<file path="src/rtl/alu_result_collector.sv">
// Collects the single active ALU unit result per strobe into a tagged FIFO
// drained over valid/ready, with overflow-drop counting and a sticky flag-error bit.
module alu_result_collector #(
  parameter int OP_WIDTH = 16,
  parameter int DEPTH    = 4
) (
  input  logic                            CLK,
  input  logic                            RST,
  input  logic                            IN_VALID,
  input  logic [2*OP_WIDTH-1:0]           Arith_OUT,
  input  logic                            Arith_Flag,
  input  logic [OP_WIDTH-1:0]             Logic_OUT,
  input  logic                            Logic_Flag,
  input  logic [OP_WIDTH-1:0]             CMP_OUT,
  input  logic                            CMP_Flag,
  input  logic [OP_WIDTH-1:0]             SHIFT_OUT,
  input  logic                            SHIFT_Flag,
  input  logic                            CLR,
  output logic [2*OP_WIDTH-1:0]           RES_DATA,
  output logic [1:0]                      RES_TAG,
  output logic                            RES_VALID,
  input  logic                            RES_READY,
  output logic [$clog2(DEPTH):0]          LEVEL,
  output logic                            FULL,
  output logic [7:0]                      DROP_CNT,
  output logic                            FLAG_ERR
);

  localparam int AW = $clog2(DEPTH);
  localparam int DW = 2 * OP_WIDTH;
  localparam logic [AW:0] FULL_LVL = (AW+1)'(DEPTH);

  logic [DW-1:0] r_data [DEPTH];
  logic [1:0]    r_tag  [DEPTH];
  logic [AW-1:0] r_wr_ptr;
  logic [AW-1:0] r_rd_ptr;
  logic [AW:0]   r_level;
  logic [7:0]    r_drop_cnt;
  logic          r_flag_err;

  logic [DW-1:0] w_cand_data;
  logic [1:0]    w_cand_tag;
  logic          w_one_hot;
  logic          w_any_flag;
  logic          w_full;
  logic          w_cand;
  logic          w_pop;
  logic          w_push;
  logic          w_drop;
  logic          w_multi;

  // Select the word and tag of the single active unit; narrow results are zero-extended.
  always_comb begin
    w_cand_data = {DW{1'b0}};
    w_cand_tag  = 2'b00;
    w_one_hot   = 1'b0;
    case ({SHIFT_Flag, CMP_Flag, Logic_Flag, Arith_Flag})
      4'b0001: begin
        w_cand_data = Arith_OUT;
        w_cand_tag  = 2'b00;
        w_one_hot   = 1'b1;
      end
      4'b0010: begin
        w_cand_data = {{OP_WIDTH{1'b0}}, Logic_OUT};
        w_cand_tag  = 2'b01;
        w_one_hot   = 1'b1;
      end
      4'b0100: begin
        w_cand_data = {{OP_WIDTH{1'b0}}, CMP_OUT};
        w_cand_tag  = 2'b10;
        w_one_hot   = 1'b1;
      end
      4'b1000: begin
        w_cand_data = {{OP_WIDTH{1'b0}}, SHIFT_OUT};
        w_cand_tag  = 2'b11;
        w_one_hot   = 1'b1;
      end
      default: begin
        w_cand_data = {DW{1'b0}};
        w_cand_tag  = 2'b00;
        w_one_hot   = 1'b0;
      end
    endcase
  end

  assign w_any_flag = Arith_Flag | Logic_Flag | CMP_Flag | SHIFT_Flag;
  assign w_full     = (r_level == FULL_LVL);
  assign w_cand     = IN_VALID & w_one_hot;
  assign w_multi    = IN_VALID & w_any_flag & ~w_one_hot & ~CLR;
  assign w_pop      = (r_level != {(AW+1){1'b0}}) & RES_READY & ~CLR;
  // A full FIFO still accepts a push when the head leaves on the same edge.
  assign w_push     = w_cand & (~w_full | w_pop) & ~CLR;
  assign w_drop     = w_cand & w_full & ~w_pop & ~CLR;

  // Storage and pointers; a clear only rewinds pointers, stale data is never visible.
  always_ff @(posedge CLK or posedge RST) begin
    if (RST) begin
      for (int i = 0; i < DEPTH; i++) begin
        r_data[i] <= {DW{1'b0}};
        r_tag[i]  <= 2'b00;
      end
      r_wr_ptr <= {AW{1'b0}};
      r_rd_ptr <= {AW{1'b0}};
    end else if (CLR) begin
      r_wr_ptr <= {AW{1'b0}};
      r_rd_ptr <= {AW{1'b0}};
    end else begin
      if (w_push) begin
        r_data[r_wr_ptr] <= w_cand_data;
        r_tag[r_wr_ptr]  <= w_cand_tag;
        r_wr_ptr         <= r_wr_ptr + AW'(1);
      end
      if (w_pop) begin
        r_rd_ptr <= r_rd_ptr + AW'(1);
      end
    end
  end

  // Occupancy counter.
  always_ff @(posedge CLK or posedge RST) begin
    if (RST) begin
      r_level <= {(AW+1){1'b0}};
    end else if (CLR) begin
      r_level <= {(AW+1){1'b0}};
    end else begin
      case ({w_push, w_pop})
        2'b10:   r_level <= r_level + (AW+1)'(1);
        2'b01:   r_level <= r_level - (AW+1)'(1);
        default: r_level <= r_level;
      endcase
    end
  end

  // Saturating drop counter and sticky flag-encoding error.
  always_ff @(posedge CLK or posedge RST) begin
    if (RST) begin
      r_drop_cnt <= 8'd0;
      r_flag_err <= 1'b0;
    end else if (CLR) begin
      r_drop_cnt <= 8'd0;
      r_flag_err <= 1'b0;
    end else begin
      if (w_drop && (r_drop_cnt != 8'hFF)) begin
        r_drop_cnt <= r_drop_cnt + 8'd1;
      end
      if (w_multi) begin
        r_flag_err <= 1'b1;
      end
    end
  end

  assign RES_DATA  = r_data[r_rd_ptr];
  assign RES_TAG   = r_tag[r_rd_ptr];
  assign RES_VALID = (r_level != {(AW+1){1'b0}});
  assign LEVEL     = r_level;
  assign FULL      = w_full;
  assign DROP_CNT  = r_drop_cnt;
  assign FLAG_ERR  = r_flag_err;

endmodule

</file>
<file path="config.mk">
export PLATFORM = sky130hd
export DESIGN_NAME = alu_result_collector
export DESIGN_NICKNAME = d
export VERILOG_FILES = /design/src/rtl/alu_result_collector.sv
export SDC_FILE = /design/constraint.sdc
export NUM_CORES = 1
export LEC_CHECK = 0
export CORE_MARGIN = 2
export CORE_UTILIZATION = 49
export CTS_BUF_LIST = sky130_fd_sc_hd__clkbuf_2
export CTS_CLUSTER_DIAMETER = 60
export CTS_CLUSTER_SIZE = 40
export DETAILED_ROUTE_END_ITERATION = 10
export HOLD_SLACK_MARGIN = 0.06
export PLACE_DENSITY = 0.79
export RECOVER_POWER = 25
export SKIP_LAST_GASP = 1
export SLEW_MARGIN = 10
export SYNTH_ARGS = -nofsm -noshare
export SYNTH_HDL_FRONTEND = slang
export SYNTH_SLANG_ARGS = --single-unit
</file>
<file path="constraint.sdc">
create_clock -name CLK -period 5.1 [get_ports CLK]
set_input_delay 0.765 -clock CLK [delete_from_list [all_inputs] [get_ports CLK]]
set_output_delay 0.765 -clock CLK [all_outputs]
set_load 0.02 [all_outputs]
</file>
==> metrics.txt, run 1 <==
worst skew pair latency ~710 ps; RSZ-0062 raised after global routing no; die area roughly 16000 µm²; hold slack final ~500 ps; GRT Residual Overflow 0; CP startpoint kind flip-flop; post-DR wirelength/cell 18.8 µm; Sink Count 152; flop and latch count out of synthesis approximately 150; Post-synth top cells 152 x dfrtp_1, 86 x nand2_1, 74 x mux2_2; EDFF count, synth 0; Yosys top cell area share 0.532; number of global-route vias before repair about 5600; ys flop type dfrtp_1; Num CTS Buffers 17; slew margin rel. -0.624; Site Rows between 40 and 50; Core ar. around 14000 µm²; total setup buffers inserted after CTS 0; clock slew at reported path FFs around 200 ps; Area growth, synth to finish 24.1%; async set-reset flop share out of synthesis 1.00; Setup TNS Final 0 ps; fin crit period 3920 ps; # DRC 0; DIE WIDTH 125 µm; final antenna-violating net count 0; CP Capture Type primary output; synth top area cells dfrtp_1 53%, mux2_2 12%, mux4_2 11%; Yosys top cell by area dfrtp_1; Vias per Instance roughly 5.7; Pwr per Cell Area 307 nW/µm²; Mapped Area just over 7000 µm²; pre-CTS setup slack approximately 1700 ps; Reg area about 3800 µm²; Synth Warn # 0; total nets after synthesis between 600 and 700; Final nets 802; GRT met1 Usage 0.293; root buffer cell clkbuf_2; post-synthesis sequential area ratio 0.532; initial antenna violation count 1; H-tree depth 4; # setup viols final 0; Worst Skew about 31 ps; status complete, but fails checks; Hold Fails Final Rpt 0; Placer Congestion roughly 0.83; post-CTS sizing 0; router iterations before antenna repair 4; share of layout cells above drive strength 1 0.216; failing checks capacitance limit, slew limit; first-pass GRT wire length ~28000 µm; DRT Wirelength 17000 µm; Final WS setup around 1200 ps; CP required around 4300 ps; VDD IR max approximately 0.18 mV; total power roughly 2.7 mW; synth unique cells 38; hold_buf cts 0; GRT busiest layer met2; hold crit path type reg -> reg; area of the multi-input gates ~3200 µm²; Die Ht 125 µm; vias between 5000 and 6000; CTS tree built; Pins Over Slew Limit approximately 120; largest net degree at the start of global routing roughly 120; Clock Path Buffers 2; Slew @ Worst Pin about 2400 ps; Syn Area/Cell 12.3 µm²; WP data arrival 3150 ps; max-cap viol count 1; Overall Global Routing Usage 0.228; Initial Util 0.497; fillers 1129; critical path class reg -> out; Post-DP HPWL 11600 µm; Mapped Cells roughly 580; Tcrit/Tclk final 0.768; GRT met2 Usage 0.384; met3 Usage GRT 0.0455; I/O Pins roughly 140; most common cell in the synthesized netlist dfrtp_1; worst-path fanout max 21; Lkg Pwr approximately 3.8 nW; IO Port Bufs ~140; Starting DRT DRC Count between 300 and 400; fmax between 200 and 300 MHz
[worst paths after layout]
check	slack, ps	to	cells past startpoint	from
setup / recovery	1180	RES_TAG[1]	3	r_rd_ptr[0]
hold / removal	500	r_data[23]	2	r_data[23]
setup reg to reg	2400	r_data[104]	5	LEVEL[0]
hold reg to reg	500	r_data[23]	2	r_data[23]
max in group asynchronous	2380	r_data[46]	3	RST
min in group asynchronous	1230	DROP_CNT[5]	2	RST
[sequential cells by signal, indices dropped and copies added (netlist names)]
register	flops
r_tag	8
DROP_CNT	8
r_data	128
FLAG_ERR	1
LEVEL	3
r_wr_ptr	2
r_rd_ptr	2
[layer usage]
layer | share of wire | wire length [µm]
met1 | 0.41 | 7000
met5 | 0 | 0
met2 | 0.52 | 8800
met3 | 0.047 | 800
met4 | 0.022 | 380
[through the flow]
stage | instance area [µm²] | utilization | std cells
after detailed placement | 8660 | 0.603 | 872
after global placement | 8660 | 0.603 | 872
after global routing | 8870 | 0.617 | 904
after floorplan | 7150 | - | 583
final | 8870 | 0.617 | 904
after CTS | 8870 | 0.617 | 903
[layout by cell type, fill, tap and decap left out, types with 3 or more instances in the layout]
cell type / netlist / layout
o31ai_1: 3 / 3
nand2b_1: 3 / 3
clkdlybuf4s50_1: 0 / 135
ha_1: 5 / 5
clkinv_2: 0 / 7
mux2_2: 74 / 74
inv_1: 5 / 4
or3_1: 3 / 3
xor2_1: 4 / 4
nand4b_1: 4 / 4
xnor2_1: 4 / 4
buf_4: 0 / 12
o21ai_1: 13 / 13
clkbuf_2: 0 / 19
mux2i_1: 3 / 3
nand2_1: 86 / 86
dfrtp_1: 152 / 150
a22oi_1: 32 / 32
nand3_1: 4 / 4
or4_1: 3 / 3
nor2_1: 12 / 12
a21oi_1: 6 / 6
mux4_2: 34 / 34
nor2b_1: 4 / 4
o21ai_0: 70 / 70
[kinds of logic (layout without fill, tap and decap cells)]
logic type,after synthesis,count (layout),share of synthesized area
compound gates,130,130,0.109
xor+xnor,8,8,0.00980
flops,152,152,0.532
fa+ha+maj,7,7,0.0130
buf+inv,48,184,0.0280
mux,111,111,0.228
simple gates,127,127,0.0805
other cells,0,1,0
[worst max-delay path, stage by stage, from the launching register on]
cell             delay [ps]
dfrtp_2                 770
buf_4                   490
mux4_2                  610
clkdlybuf4s50_1         560
[cell type report]
class / instances / share of cell area
diodes: 1 / 0.000282
clock inverters: 12 / 0.0124
clock buffers: 19 / 0.0107
repair buffers: 148 / 0.164
flip-flops and latches: 152 / 0.429
multi-input cells: 383 / 0.355
inverters: 5 / 0.00254
well taps: 184 / 0.0260
[report_power, final]
group / switching (mW) / leakage, nW / internal, mW
clock: 0.404 / 0.138 / 0.216
sequential: 0.0930 / 2.11 / 1.27
combinational: 0.336 / 1.58 / 0.400
total: 0.832 / 3.82 / 1.89
No activity file was read; power rests on OpenSTA's default activity.
==> run 2: changes to the inputs <==
clock period = 3.45 ns   (was 5.1 ns; I/O delays follow)
==> run 2 against run 1 <==
Effect of this change:
- the run still ends with capacitance limit, slew limit left
- setup slack worse by 970 ps
- global-route usage down 0.29 points
- routed wire length down 0.19%
- cell count up 0.77%
- sequential share of layout area down 0.57 points
- power up 51%
- first-iteration DRC count up 6.8%
- clock skew down 6.1 ps
- clock power up 59%
- hold slack worse by 140 ps
- combinational power up 55%
- critical path type unchanged
- largest cell class unchanged
==> metrics.txt, run 2 (synthesis results as in run 1) <==
most common cell after layout, fill and taps aside dfrtp_1; worst skew pair latency 690 ps; Die Ht 125 µm; Hold Fails Final Rpt 0; Vias per Instance 5.73; worst-path fanout max 28; WP data arrival 2710 ps; RSZ-0062 raised after global routing no; Final WS setup roughly 220 ps; Lkg Pwr ~3.9 nW; VDD IR max about 0.23 mV; Core ar. 14400 µm²; failing checks capacitance limit, slew limit; total power between 4 and 5 mW; Site Rows 44; finished layout cell area roughly 9000 µm²; Sink Count 152; max-cap viol count 1; total setup buffers inserted after CTS 0; Biggest register r_data; number of global-route vias before repair between 5000 and 6000; critical path class reg -> out; hold crit path type in -> async; placed inst area between 8000 and 9000 µm²; vias approximately 5200; Pwr per Cell Area approximately 460 nW/µm²; Starting DRT DRC Count 330; root buffer cell clkbuf_2; R2R Path End DROP_CNT[5]; fin crit period roughly 3200 ps; CP startpoint kind flip-flop; Setup TNS Final 0 ps; initial antenna violation count 1; share of layout cells above drive strength 1 0.220; post-DR wirelength/cell between 15 and 20 µm; router iterations before antenna repair 5; fillers approximately 1100; clock slew at reported path FFs around 180 ps; DRT Wirelength around 17000 µm; Worst Skew about 25 ps; H-tree depth 4; IO Port Bufs 136; I/O Pins about 140; reg2reg setup slack 1140 ps; Slew @ Worst Pin about 2100 ps; slew margin rel. -0.382; Pins Over Slew Limit about 90; hold slack final between 300 and 400 ps; Overall Global Routing Usage 0.225; Final nets 809; # setup viols final 0; DIE WIDTH 125 µm; Largest register FFs approximately 130; Worst R2R Start LEVEL[0]; status complete, but fails checks; largest net degree at the start of global routing 89; Finished Layout Cells a little over 900; hold_buf cts 0; GRT Residual Overflow 0; CP required 2930 ps; CP Capture Type primary output; Clock Path Buffers 2; post-layout util 0.626; die area approximately 16000 µm²; final antenna-violating net count 0; pre-CTS setup slack ~440 ps; CTS tree built; # DRC 0; fmax approximately 310 MHz; Post-DP HPWL about 12000 µm; Initial Util 0.497; Num CTS Buffers 17; Cells after DPL approximately 900; Placer Congestion between 0.8 and 0.9; Tcrit/Tclk final 0.937; most frequent cells in the layout 150 x dfrtp_1, 135 x clkdlybuf4s50_1, 86 x nand2_1, 74 x mux2_2, 70 x o21ai_0; Area growth, synth to finish 25.9%; first-pass GRT wire length approximately 28000 µm; cells on worst reg2reg path 5
==> run 2: changes by cell type in the layout (fill, tap and decap cells not counted) <==
cell,before,now
clkinv_1,2,4
clkinvlp_2,0,1
bufinv_16,2,3
clkbuf_2,19,21
clkinvlp_4,2,1
dfrtp_4,0,1
buf_4,12,14
dfrtp_2,2,1
clkinv_2,7,2
clkinv_4,0,1
buf_12,0,4
==> run 2: critical path, cell delays in order, from the launching register on <==
cell	delay (ps)
dfrtp_4	590
buf_12	280
mux4_2	590
clkdlybuf4s50_1	560
==> run 2: layer usage <==
metal  routed length, µm  part of all wire  track usage  up-vias
li1                    -                 -            -     2379
met1                7030              0.41        0.285     2665
met2                8920              0.53        0.388      151
met3                 719             0.042       0.0485       24
met4                 278             0.016       0.0747        0
met5                   0                 0            0        -
==> run 2: where the power goes <==
| group | internal [mW] | switching (mW) |
|---|---|---|
| clock | 0.398 | 0.585 |
| combinational | 0.613 | 0.532 |
| sequential | 1.89 | 0.108 |
==> run 2: repair_timing <==
item / 4_1_cts / 5_1_grt
endpoints found under the hold margin: 0 / 0
resized for setup: 0 / 1
setup endpoints to repair: 0 / 6
==> run 2: worst max-delay path by stage <==
stage | start | to | slack (ps) | depth (start not counted)
after floorplan | RST | DROP_CNT[0] | 1020 | 1
after global placement | Logic_Flag | LEVEL[2] | 520 | 8
after detailed placement | SHIFT_Flag | LEVEL[2] | 440 | 8
after CTS | r_rd_ptr[0] | RES_DATA[31] | 70 | 3
after global routing | r_rd_ptr[0] | RES_DATA[14] | 40 | 3
final | r_rd_ptr[0] | RES_TAG[1] | 220 | 3
==> run 2: cell type report <==
| cell class | instances | area [µm²] | share of cell area |
|---|---|---|---|
| clock inverters | 11 | 131 | 0.0146 |
| diodes | 1 | 2.50 | 0.000278 |
| repair buffers | 155 | 1550 | 0.172 |
| clock buffers | 20 | 100 | 0.0111 |
| well taps | 184 | 230 | 0.0256 |
| flip-flops and latches | 152 | 3810 | 0.423 |
| inverters | 5 | 20.0 | 0.00223 |
| multi-input cells | 383 | 3150 | 0.350 |
